===== config.mk =====
export PLATFORM = sky130hd
export DESIGN_NAME = stopwatch_bcd
export DESIGN_NICKNAME = d
export VERILOG_FILES = /design/src/rtl/stopwatch_bcd.sv
export SDC_FILE = /design/constraint.sdc
export NUM_CORES = 1
export LEC_CHECK = 0
export CORE_UTILIZATION = 50
export DETAILED_ROUTE_END_ITERATION = 6
export GPL_TIMING_DRIVEN = 1
export PLACE_DENSITY = 0.88
export SKIP_LAST_GASP = 1
export SLEW_MARGIN = 20
export SYNTH_ARGS = -nofsm -noshare
export SYNTH_HDL_FRONTEND = slang
export SYNTH_SLANG_ARGS = --single-unit

===== constraint.sdc =====
create_clock -name clock_in -period 2.7 [get_ports clock_in]
set_clock_uncertainty 0.05 [all_clocks]
set_input_delay 0.405 -clock clock_in [delete_from_list [all_inputs] [get_ports clock_in]]
set_output_delay 0.405 -clock clock_in [all_outputs]
set_load 0.005 [all_outputs]

===== src/rtl/stopwatch_bcd.sv =====
// -----------------------------------------------------------------------------
// stopwatch_bcd
//   MM:SS BCD stopwatch clocked by clock_in. Every transition of the slow
//   divided clock (slow_clk) is synchronised, turned into a one-cycle tick and
//   counted as one elapsed second while the stopwatch is running.
//   start_stop rising edges toggle run/pause, clear returns to IDLE at 00:00.
//
//   Optional feature: define STOPWATCH_ALARM_EN to build the alarm compare
//   (alarm_hit high while RUN/PAUSE and the count equals ALARM_MM:ALARM_SS).
//   Without the macro alarm_hit is tied low and no compare logic exists.
// -----------------------------------------------------------------------------
module stopwatch_bcd #(
    parameter int SYNC_STAGES = 2,   // synchroniser depth on slow_clk, 2..4
    parameter int MAX_MIN     = 59,  // highest minute before wrap, 1..99
    parameter int ALARM_MM    = 1,   // alarm minutes (binary)
    parameter int ALARM_SS    = 30   // alarm seconds (binary), 0..59
) (
    input  logic       clock_in,
    input  logic       reset,
    input  logic       slow_clk,
    input  logic       start_stop,
    input  logic       clear,
    output logic [3:0] sec_ones,
    output logic [3:0] sec_tens,
    output logic [3:0] min_ones,
    output logic [3:0] min_tens,
    output logic       running,
    output logic       rollover,
    output logic       alarm_hit
);

    typedef enum logic [1:0] {
        ST_IDLE  = 2'd0,
        ST_RUN   = 2'd1,
        ST_PAUSE = 2'd2
    } state_t;

    typedef struct packed {
        logic [3:0] min_tens;
        logic [3:0] min_ones;
        logic [3:0] sec_tens;
        logic [3:0] sec_ones;
    } bcd_time_t;

    // Wrap point split into BCD digits once, at elaboration.
    localparam logic [3:0] MAX_TENS = 4'(MAX_MIN / 10);
    localparam logic [3:0] MAX_ONES = 4'(MAX_MIN % 10);

    // Parameter sanity checks, evaluated at elaboration only.
    generate
        if (SYNC_STAGES < 2 || SYNC_STAGES > 4) begin : g_bad_sync
            $error("stopwatch_bcd: SYNC_STAGES must be 2..4");
        end
        if (MAX_MIN < 1 || MAX_MIN > 99) begin : g_bad_max
            $error("stopwatch_bcd: MAX_MIN must be 1..99");
        end
        if (ALARM_MM < 0 || ALARM_MM > 99 || ALARM_SS < 0 || ALARM_SS > 59) begin : g_bad_alarm
            $error("stopwatch_bcd: alarm time out of range");
        end
    endgenerate

    logic [SYNC_STAGES-1:0] sync_q;
    logic                   sync_dly_q;
    logic                   tick_q;
    logic                   start_prev_q;
    logic                   start_edge;
    logic                   advance;
    logic                   wrap;
    state_t                 state_q;
    bcd_time_t              count_q;
    bcd_time_t              count_inc;
    bcd_time_t              count_d;
    logic                   running_q;
    logic                   rollover_q;

    // Synchronise slow_clk, register the edge-detected tick and start_stop history.
    always_ff @(posedge clock_in or posedge reset) begin
        if (reset) begin
            sync_q       <= '0;
            sync_dly_q   <= 1'b0;
            tick_q       <= 1'b0;
            start_prev_q <= 1'b0;
        end else begin
            // NOTE: non-blocking assignments let every flop sample the pre-edge
            // value of its neighbour, which is what makes this a shift chain.
            sync_q       <= {sync_q[SYNC_STAGES-2:0], slow_clk};
            sync_dly_q   <= sync_q[SYNC_STAGES-1];
            tick_q       <= sync_q[SYNC_STAGES-1] ^ sync_dly_q;
            start_prev_q <= start_stop;
        end
    end

    assign start_edge = start_stop & ~start_prev_q;

    // A tick only advances the count in RUN, and clear overrides everything.
    assign advance = ~clear & (state_q == ST_RUN) & tick_q;

    // BCD increment of the current count, digit by digit with carries.
    always_comb begin
        // NOTE: defaults first so every path assigns every bit -- no latches.
        count_inc = count_q;
        wrap      = 1'b0;
        if (count_q.sec_ones != 4'd9) begin
            count_inc.sec_ones = count_q.sec_ones + 4'd1;
        end else begin
            count_inc.sec_ones = 4'd0;
            if (count_q.sec_tens != 4'd5) begin
                count_inc.sec_tens = count_q.sec_tens + 4'd1;
            end else begin
                count_inc.sec_tens = 4'd0;
                if (count_q.min_tens == MAX_TENS && count_q.min_ones == MAX_ONES) begin
                    wrap      = 1'b1;
                    count_inc = '0;
                end else if (count_q.min_ones != 4'd9) begin
                    count_inc.min_ones = count_q.min_ones + 4'd1;
                end else begin
                    count_inc.min_ones = 4'd0;
                    count_inc.min_tens = count_q.min_tens + 4'd1;
                end
            end
        end
    end

    // Next count value: clear zeroes, a tick in RUN increments, otherwise hold.
    always_comb begin
        count_d = count_q;
        if (clear) begin
            count_d = '0;
        end else if (advance) begin
            count_d = count_inc;
        end
    end

    // Control FSM with registered count, running and rollover outputs.
    always_ff @(posedge clock_in or posedge reset) begin
        if (reset) begin
            state_q    <= ST_IDLE;
            count_q    <= '0;
            running_q  <= 1'b0;
            rollover_q <= 1'b0;
        end else begin
            count_q    <= count_d;
            rollover_q <= advance & wrap;
            if (clear) begin
                state_q   <= ST_IDLE;
                running_q <= 1'b0;
            end else begin
                case (state_q)
                    ST_IDLE: begin
                        if (start_edge) begin
                            state_q   <= ST_RUN;
                            running_q <= 1'b1;
                        end
                    end
                    ST_RUN: begin
                        if (start_edge) begin
                            state_q   <= ST_PAUSE;
                            running_q <= 1'b0;
                        end
                    end
                    ST_PAUSE: begin
                        if (start_edge) begin
                            state_q   <= ST_RUN;
                            running_q <= 1'b1;
                        end
                    end
                    default: begin
                        state_q   <= ST_IDLE;
                        running_q <= 1'b0;
                    end
                endcase
            end
        end
    end

`ifdef STOPWATCH_ALARM_EN
    localparam bcd_time_t ALARM_BCD = '{
        min_tens: 4'(ALARM_MM / 10),
        min_ones: 4'(ALARM_MM % 10),
        sec_tens: 4'(ALARM_SS / 10),
        sec_ones: 4'(ALARM_SS % 10)
    };

    logic active_d;
    logic alarm_q;

    // Stopwatch is in RUN or PAUSE after this edge.
    assign active_d = ~clear & ((state_q == ST_RUN) || (state_q == ST_PAUSE) ||
                                ((state_q == ST_IDLE) && start_edge));

    // Alarm flag tracks the count being loaded, so it changes on the same edge.
    always_ff @(posedge clock_in or posedge reset) begin
        if (reset) begin
            alarm_q <= 1'b0;
        end else begin
            alarm_q <= active_d && (count_d == ALARM_BCD);
        end
    end

    assign alarm_hit = alarm_q;
`else
    assign alarm_hit = 1'b0;
`endif

    assign sec_ones = count_q.sec_ones;
    assign sec_tens = count_q.sec_tens;
    assign min_ones = count_q.min_ones;
    assign min_tens = count_q.min_tens;
    assign running  = running_q;
    assign rollover = rollover_q;

endmodule

# Word-level counts from Yosys, hierarchy flattened
# Cells that the tools add are included.
[word_totals]
register_bits = 25
latchBits = 0
mem_bits_rw = 0
romBits = 0
input_bits = 5
n_memories = 0
[op_classes]
add_sub_neg = 4
mul = 0
div_mod_pow = 0
magnitude_cmp = 0
eq_ne = 12
shift = 0
n_mux = 20
bitwise_logic = 7
n_reduce_logical = 8
[ops]
columns = ["operator", "count"]
rows = [
  ["$mux 16", 2],
  ["$add 4x1->4 const B", 4],
  ["$mux 4", 4],
  ["$mux 8", 2],
  ["$mux 12", 1],
  ["$ne 4x4->1 const B", 2],
  ["$mux 1", 6],
  ["$mux 2", 3],
  ["$ne 3x3->1 const B", 2],
  ["$and 1x1->1", 4],
  ["$eq 4x3->1 const B", 1],
  ["$eq 4x4->1 const B", 1],
  ["$ne 2x2->1 const B", 2],
  ["$ne 4x3->1 const B", 1],
  ["$pmux 2 s2", 1],
  ["$reduce_and 2->1", 2],
  ["$reduce_and 4->1", 1],
  ["$ne 3x1->1 const B", 1],
  ["$reduce_and 3->1", 1],
  ["$eq 2x1->1 const B", 1],
  ["$eq 2x2->1 const B", 1],
  ["$logic_not 2->1", 1],
  ["$not 1->1", 2],
  ["$pmux 1 s2", 1],
  ["4 further kinds", 4],
]

# Depth between registers and ports, before layout
# Gate-level depths: netlist (run 1).
[logic_depth]
ltp_word = 7
depth_mapped = 8
mapped_depth_nobuf = 6

# Worst setup path before layout (run 1)
# No wires, ideal clock.
[synth_path]
path_type = "register -> register"
from = "register count_q (netlist bit sec_ones[1])"
to = "register count_q (netlist bit min_tens[3])"
setup_ps = 78
t_arrival_ps = 1565
slack_ps = 1007
path_stages_with_launch = 8
n_path_buf = 1
cell_sequence = "dfrtp_1 -> inv_1 -> ha_1 -> and3b_1 -> buf_4 -> nand3_2 -> or4_1 -> a21oi_1"
[synth_via]
elab_chain_cells = 3
[synth_lines]
columns = ["item", "line", "source"]
rows = [
  ["start, declared", "70", "bcd_time_t count_q;"],
  ["start signal, assigned", "142", "count_q <= count_d;"],
  ["$ne 4x4->1", "103", "if (count_q.sec_ones != 4'd9) begin"],
  ["$ne 2x2->1 (no line)", "-", ""],
  ["$reduce_and 4->1 (no line)", "-", ""],
]
# Every way passes these cells.
# A chain may end at the register's enable or synchronous reset.

# Final worst setup path (run 1)
# Same ends and word-level chain as after synthesis.

==> impl_metrics.tcl, run 1 <==
set metrics [dict create \
    run_status "complete, no violations" \
    p_sw_share_pct 22.6 \
    areaGrowthSynthToFinish_pct 20.4 \
    power.leakage_nw 0.642 \
    internal_power_w 0.000455 \
    slowest_delay_ns 0.51 \
    cts_made_buffers 3 \
    hpwl_mm 1.66 \
    drc_errors 0 \
    start_kind "flip-flop" \
    fp.dieW_um 52.3 \
    seqPwrFrac_pct 65.9 \
    synth_area_leaders "dfrtp_1 50%, ha_1 7.9%, a21oi_1 5.9%" \
    fmax_mhz 499 \
    ys_warn_count 0 \
    place_congestion 0.714 \
    hold_path_end "sync_q[1]$_DFF_PP0_" \
    clockBufferDepth 2 \
    drive_above_1_share_pct 4.64 \
    min_from "sync_q[0]$_DFF_PP0_" \
    async_reset_ff_share_pct 100 \
    clkSinkCount 25 \
    synthCells 129 \
    clk_latency_ns 0.31 \
    dpl.cell_count 175 \
    clkPwrFrac_pct 28.0 \
    hold_class "flip-flop to flip-flop" \
    final.setup.tns_ns 0 \
    routed_wl_mm 2.33 \
    overflow 0 \
    die_h_um 52.3 \
    reg2reg_to "min_tens[3]$_DFFE_PP0P_" \
    grt_max_degree 26 \
    cp.depth 6 \
    fillers 194 \
    post-synth-top-area-cell "dfrtp_1" \
    cap_violations 0 \
    reg2reg_slack_ns 0.70 \
    grt_pass1_vias 861 \
    cts_tree "built" \
    track_usage_pct 19.4 \
    crit_path_top_delay_cell "or4_1" \
    synth_edf_count 0 \
    setup_violations 0 \
    row_count 17 \
    reg2reg_from "sec_ones[1]$_DFFE_PP0P_" \
    start_util_pct 55.0 \
    synth_common_cells "25 x dfrtp_1, 15 x a21oi_1, 12 x nand2_1" \
    antenna_left 0 \
    rsz0062_at_grt "no" \
    period_minus_slack_ns 2.00 \
    r2r_cells 6 \
    cp_top_family "simple AND/OR/NAND/NOR gates" \
    post_drt_via_cell_ratio 5.53 \
    drt-pass1-iter-count 4 \
    cts_setup_buffers 0 \
    yosysSeqAreaShare_pct 49.5 \
    critPathKind "flip-flop to flip-flop" \
    clkSlewWorstSetupHoldPaths_ns 0.13 \
    cp.buffers_inverters 1 \
    layout.cells.non_filler 179 \
    clockRootBuffer "clkbuf_4" \
    synth.most_common_cell "dfrtp_1" \
    synth_seq_cells 25 \
    path_cells "inv_1 -> ha_1 -> and3b_1 -> nand3_2 -> or4_1 -> a21oi_1" \
    nNetsFinal 165 \
    grt_pass1_wl_mm 3.75 \
    syn_area_mm2 0.00126 \
    wl_per_cell_um 13.0 \
    crit_arrival_ns 2.20 \
    fin_hold_ws_ns 0.325 \
    cts_resized 0 \
    combPwrFrac_pct 6.1 \
    power.density_mw_per_mm2 386 \
    io_pins 24 \
    drt_iter0_drc 11 \
    worstPathRequired_ns 2.90 \
    cts.htree.levels 1 \
    peakVddDrop_mv 0.301 \
    cp_max_fo 12 \
    vias 990 \
    finalCritPeriodShare_pct 74.2 \
    ys.flop_type "dfrtp_1" \
    dieArea_mm2 0.00273 \
    antennaDiodeCount 0 \
    synth_cell_types 32 \
    numPortBuffers 22 \
    synth.top_cell.area_share_pct 49.5 \
    hold_viol_final 0 \
    synthesis.nets 142 \
    core_mm2 0.00230 \
    antenna_found_initial 0 \
    syn_area_per_cell_um2 9.80 \
    holdPathStages 0 \
    critPathCaptureType "flip-flop" \
    cts.hold.buffers_added 0 \
    slew_violations 0 \
    switching_power_w 0.000133 \
]
-- worst max-delay path by stage --
stage                                 start                 endpoint  slack (ns)
floorplan           sec_ones[1]$_DFFE_PP0P_  min_tens[3]$_DFFE_PP0P_        1.01
global placement                      clear  min_tens[3]$_DFFE_PP0P_        0.57
detailed placement                    clear  min_tens[3]$_DFFE_PP0P_        0.50
CTS                 sec_ones[1]$_DFFE_PP0P_  min_tens[3]$_DFFE_PP0P_        0.69
global route        sec_ones[1]$_DFFE_PP0P_  min_tens[3]$_DFFE_PP0P_        0.53
finish              sec_ones[1]$_DFFE_PP0P_  min_tens[3]$_DFFE_PP0P_        0.70
-- per-layer routing --
| layer | track usage [%] | wire length, µm | vias up |
|---|---|---|---|
| li1 | - | - | 488 |
| met1 | 24.4 | 1120 | 478 |
| met2 | 31.4 | 1090 | 20 |
| met3 | 3.48 | 75 | 4 |
| met4 | 10.5 | 46 | 0 |
| met5 | 0 | 0 | - |
-- through the flow --
stage	util (%)	area, µm²	total power (W)	worst slack [ns]
after floorplan	-	1260	0.000414	1.01
after global placement	65.1	1500	0.000428	0.569
after detailed placement	65.1	1500	0.000431	0.500
final	66.2	1520	0.000587	0.696
after global routing	66.2	1520	0.000611	0.525
after CTS	66.2	1520	0.000591	0.692
-- power groups by stage --
stage	Clock, W	Sequential (W)	Combinational (W)
2_1_floorplan	0	0.000393	0.0000211
3_3_place_gp	0	0.000394	0.0000348
3_5_place_dp	0	0.000394	0.0000364
4_1_cts	0.000168	0.000387	0.0000364
5_1_grt	0.000183	0.000388	0.0000406
6_report	0.000165	0.000387	0.0000357
-- placed cells by master, fill, tap and decap left out, drive strengths merged --
| cell type | n |
|---|---|
| a41oi | 1 |
| mux2i | 1 |
| and3 | 1 |
| and2b | 1 |
| ha | 8 |
| nor2b | 2 |
| and2 | 1 |
| inv | 8 |
| nor3 | 4 |
| nor2 | 10 |
| xor2 | 2 |
| nand2 | 12 |
| or3 | 7 |
| and4bb | 1 |
| nand4 | 2 |
| conb | 1 |
| dfrtp | 25 |
| clkdlybuf4s50 | 22 |
| nand4bb | 1 |
| o21ai | 7 |
| nand3b | 1 |
| or3b | 1 |
| nand4b | 1 |
| a21oi | 15 |
| or4 | 2 |
| buf | 2 |
| and4 | 1 |
| clkbuf | 4 |
| and3b | 3 |
| nand3 | 4 |
-- cell families after synthesis --
| family | synth area share, % |
|---|---|
| compound gates | 9.41 |
| flops | 49.5 |
| buf+inv | 5.45 |
| simple gates | 25.2 |
| other cells | 0.297 |
| xor+xnor | 1.39 |
| fa+ha+maj | 7.92 |
| mux | 0.792 |
-- sequential cells by signal (all words and copies together) (netlist names) --
name and flops:
min_ones 4, min_tens 4, sec_ones 4, sec_tens 4, state_q 2, sync_q 2
rollover 1, running 1, start_prev_q 1, sync_dly_q 1, tick_q 1
-- final cells by class --
class | instances | area (µm²) | area share, %
Multi-Input combinational cell | 90 | 569 | 37.4
Sequential cell | 25 | 626 | 41.1
Timing Repair Buffer | 24 | 235 | 15.5
Tap cell | 28 | 35.0 | 2.30
Inverter | 8 | 30.0 | 1.97
Clock buffer | 4 | 26.3 | 1.73
Note: power is estimated with default switching activity, not from simulation.
==> run 2: changes to the inputs <==
--- a/config.mk
+++ b/config.mk
@@ -5,10 +5,11 @@
 export SDC_FILE = /design/constraint.sdc
 export NUM_CORES = 1
 export LEC_CHECK = 0
-export CORE_UTILIZATION = 50
+export CORE_ASPECT_RATIO = 0.5
+export CORE_UTILIZATION = 46
 export DETAILED_ROUTE_END_ITERATION = 6
 export GPL_TIMING_DRIVEN = 1
-export PLACE_DENSITY = 0.88
+export PLACE_DENSITY = 0.86
 export SKIP_LAST_GASP = 1
 export SLEW_MARGIN = 20
 export SYNTH_ARGS = -nofsm -noshare
==> constraint.sdc (replaced) <==
create_clock -name clock_in -period 1.6 [get_ports clock_in]
set_clock_uncertainty 0.05 [all_clocks]
set_input_delay 0.24 -clock clock_in [delete_from_list [all_inputs] [get_ports clock_in]]
set_output_delay 0.24 -clock clock_in [all_outputs]
set_load 0.005 [all_outputs]
==> run 2 against run 1 <==
Compared with the run above: the run now ends with setup timing left; maximum frequency is 8.5% higher; via count is 24% higher; sequential power is 68% higher; final cell count is 23% higher; register-to-register slack worse by 0.94 ns; setup slack worse by 0.94 ns; sequential share of layout area is 8.0 points lower; sequential cell count stayed put; first-iteration DRC count grew to 9.8 times the previous value; critical endpoint is now min_tens[1]$_DFFE_PP0P_; highest routed layer unchanged.
==> impl_metrics.tcl, run 2 (synthesized netlist as in run 1, its figures left out) <==
set metrics [dict create \
    cp.buffers_inverters 1 \
    fillers 132 \
    worstPathRequired_ns 1.75 \
    hold_viol_final 0 \
    multi_input_area_um2 646 \
    r2r_cells 6 \
    clockBufferDepth 2 \
    drt-pass1-iter-count 4 \
    hold_class "primary input to asynchronous set/reset pin" \
    die_h_um 39.1 \
    peakVddDrop_mv 0.602 \
    cp_max_fo 6 \
    period_minus_slack_ns 1.85 \
    cts_tree "built" \
    nNetsFinal 199 \
    critPathKind "flip-flop to flip-flop" \
    areaGrowthSynthToFinish_pct 49.5 \
    reg2reg_slack_ns -0.25 \
    numPortBuffers 22 \
    vias 1225 \
    place_congestion 0.777 \
    grt_pass1_vias 1049 \
    io_pins 24 \
    reg2reg_from "sec_ones[1]$_DFFE_PP0P_" \
    drc_errors 0 \
    dieArea_mm2 0.00297 \
    rsz0062_at_grt "yes" \
    setup_slack_ns -0.246 \
    path_cells "inv_1 -> ha_2 -> and3b_2 -> nand4_1 -> or3_1 -> a21oi_2" \
    final_common_cell "buf_4" \
    hpwl_mm 2.14 \
    setup_violations 15 \
    start_kind "flip-flop" \
    fp.dieW_um 76.1 \
    run_status "finished with violations" \
    clkSinkCount 25 \
    reg2reg_to "min_tens[1]$_DFFE_PP0P_" \
    cts_made_buffers 3 \
    crit_path_top_delay_cell "or3_1" \
    crit_arrival_ns 2.00 \
    drt_iter0_drc 108 \
    grt_pass1_wl_mm 5.01 \
    fmax_mhz 542 \
    drive_above_1_share_pct 30.3 \
    power_w 0.00111 \
    cts.hold.buffers_added 0 \
    power.density_mw_per_mm2 587 \
    regArea_um2 626 \
    slowest_delay_ns 0.48 \
    power.leakage_nw 0.853 \
    track_usage_pct 23.3 \
    dpl_cell_area_mm2 0.00168 \
    overflow 0 \
    grt_max_degree 26 \
    critPathCaptureType "flip-flop" \
    clkSlewWorstSetupHoldPaths_ns 0.08 \
    cp_top_family "simple AND/OR/NAND/NOR gates" \
    wl_per_cell_um 16.7 \
    start_util_pct 52.6 \
    routed_wl_mm 3.67 \
    final_cell_mix "34 x buf_4, 25 x dfrtp_1, 20 x clkdlybuf4s50_1, 12 x nand2_1" \
    cap_violations 0 \
    cts.htree.levels 1 \
    core_mm2 0.00240 \
    slew_violations 0 \
    violations "setup timing" \
    final_cell_area_mm2 0.00189 \
    antenna_left 0 \
    antenna_found_initial 0 \
    row_count 12 \
    clk_latency_ns 0.27 \
    antennaDiodeCount 0 \
    post_drt_via_cell_ratio 5.57 \
    clockRootBuffer "clkbuf_8" \
    finalCritPeriodShare_pct 115 \
]
==> run 2: worst max-delay path by stage <==
stage | slack, ns | endpoint | depth (start not counted) | start
3_3_place_gp | -0.30 | min_tens[3]$_DFFE_PP0P_ | 5 | clear
2_1_floorplan | -0.07 | min_tens[3]$_DFFE_PP0P_ | 7 | sec_ones[1]$_DFFE_PP0P_
3_5_place_dp | -0.40 | min_ones[2]$_DFFE_PP0P_ | 5 | clear
4_1_cts | -0.18 | min_tens[2]$_DFFE_PP0P_ | 6 | sec_ones[1]$_DFFE_PP0P_
6_report | -0.25 | min_tens[1]$_DFFE_PP0P_ | 6 | sec_ones[1]$_DFFE_PP0P_
5_1_grt | -0.32 | min_tens[1]$_DFFE_PP0P_ | 6 | sec_ones[1]$_DFFE_PP0P_
==> run 2: layer usage <==
metal  GRT usage [%]  vias up  routed length, µm
met3            6.12       11                160
met2            43.9       42               1870
met1            27.3      612               1540
li1                -      560                  -
met4            7.69        0                 99
met5               0        -                  0
==> run 2: area by class of cell <==
cell class	count	share of cell area [%]
clock buffers	4	2.38
well taps	35	2.32
flip-flops and latches	25	33.1
multi-input cells	90	34.2
inverters	8	1.59
repair buffers	58	26.4
==> run 2: report_power, final <==
part	switching, W	internal, W	total, W
sequential	0.00000738	0.000644	0.000651
clock	0.000198	0.000178	0.000376
combinational	0.0000467	0.0000357	0.0000824
total	0.000252	0.000858	0.00111
==> run 2: worst register-to-register path, cell delays in order (launching register included) <==
cell and delay (ns):
dfrtp_1 0.40, inv_1 0.06, ha_2 0.17, and3b_2 0.25
nand4_1 0.24, or3_1 0.48, a21oi_2 0.14
==> run 2: what timing repair did <==
item	in CTS	in global routing
buffers inserted	6	5
setup endpoints to repair	10	19
gates resized for setup	9	15
pin swaps	6	7
==> run 2: through the flow <==
| stage | cells | setup TNS [ns] | util (%) | setup WS (ns) | hold WS, ns |
|---|---|---|---|---|---|
| finish | 220 | -1.65 | 78.6 | -0.246 | 0.262 |
| global placement | 205 | -2.98 | 69.8 | -0.301 | 0.285 |
| detailed placement | 205 | -3.89 | 69.8 | -0.403 | 0.288 |
| CTS | 215 | -1.26 | 74.7 | -0.176 | 0.270 |
| floorplan | 129 | -0.471 | - | -0.0671 | 0.217 |
| global route | 220 | -2.64 | 78.6 | -0.318 | 0.282 |
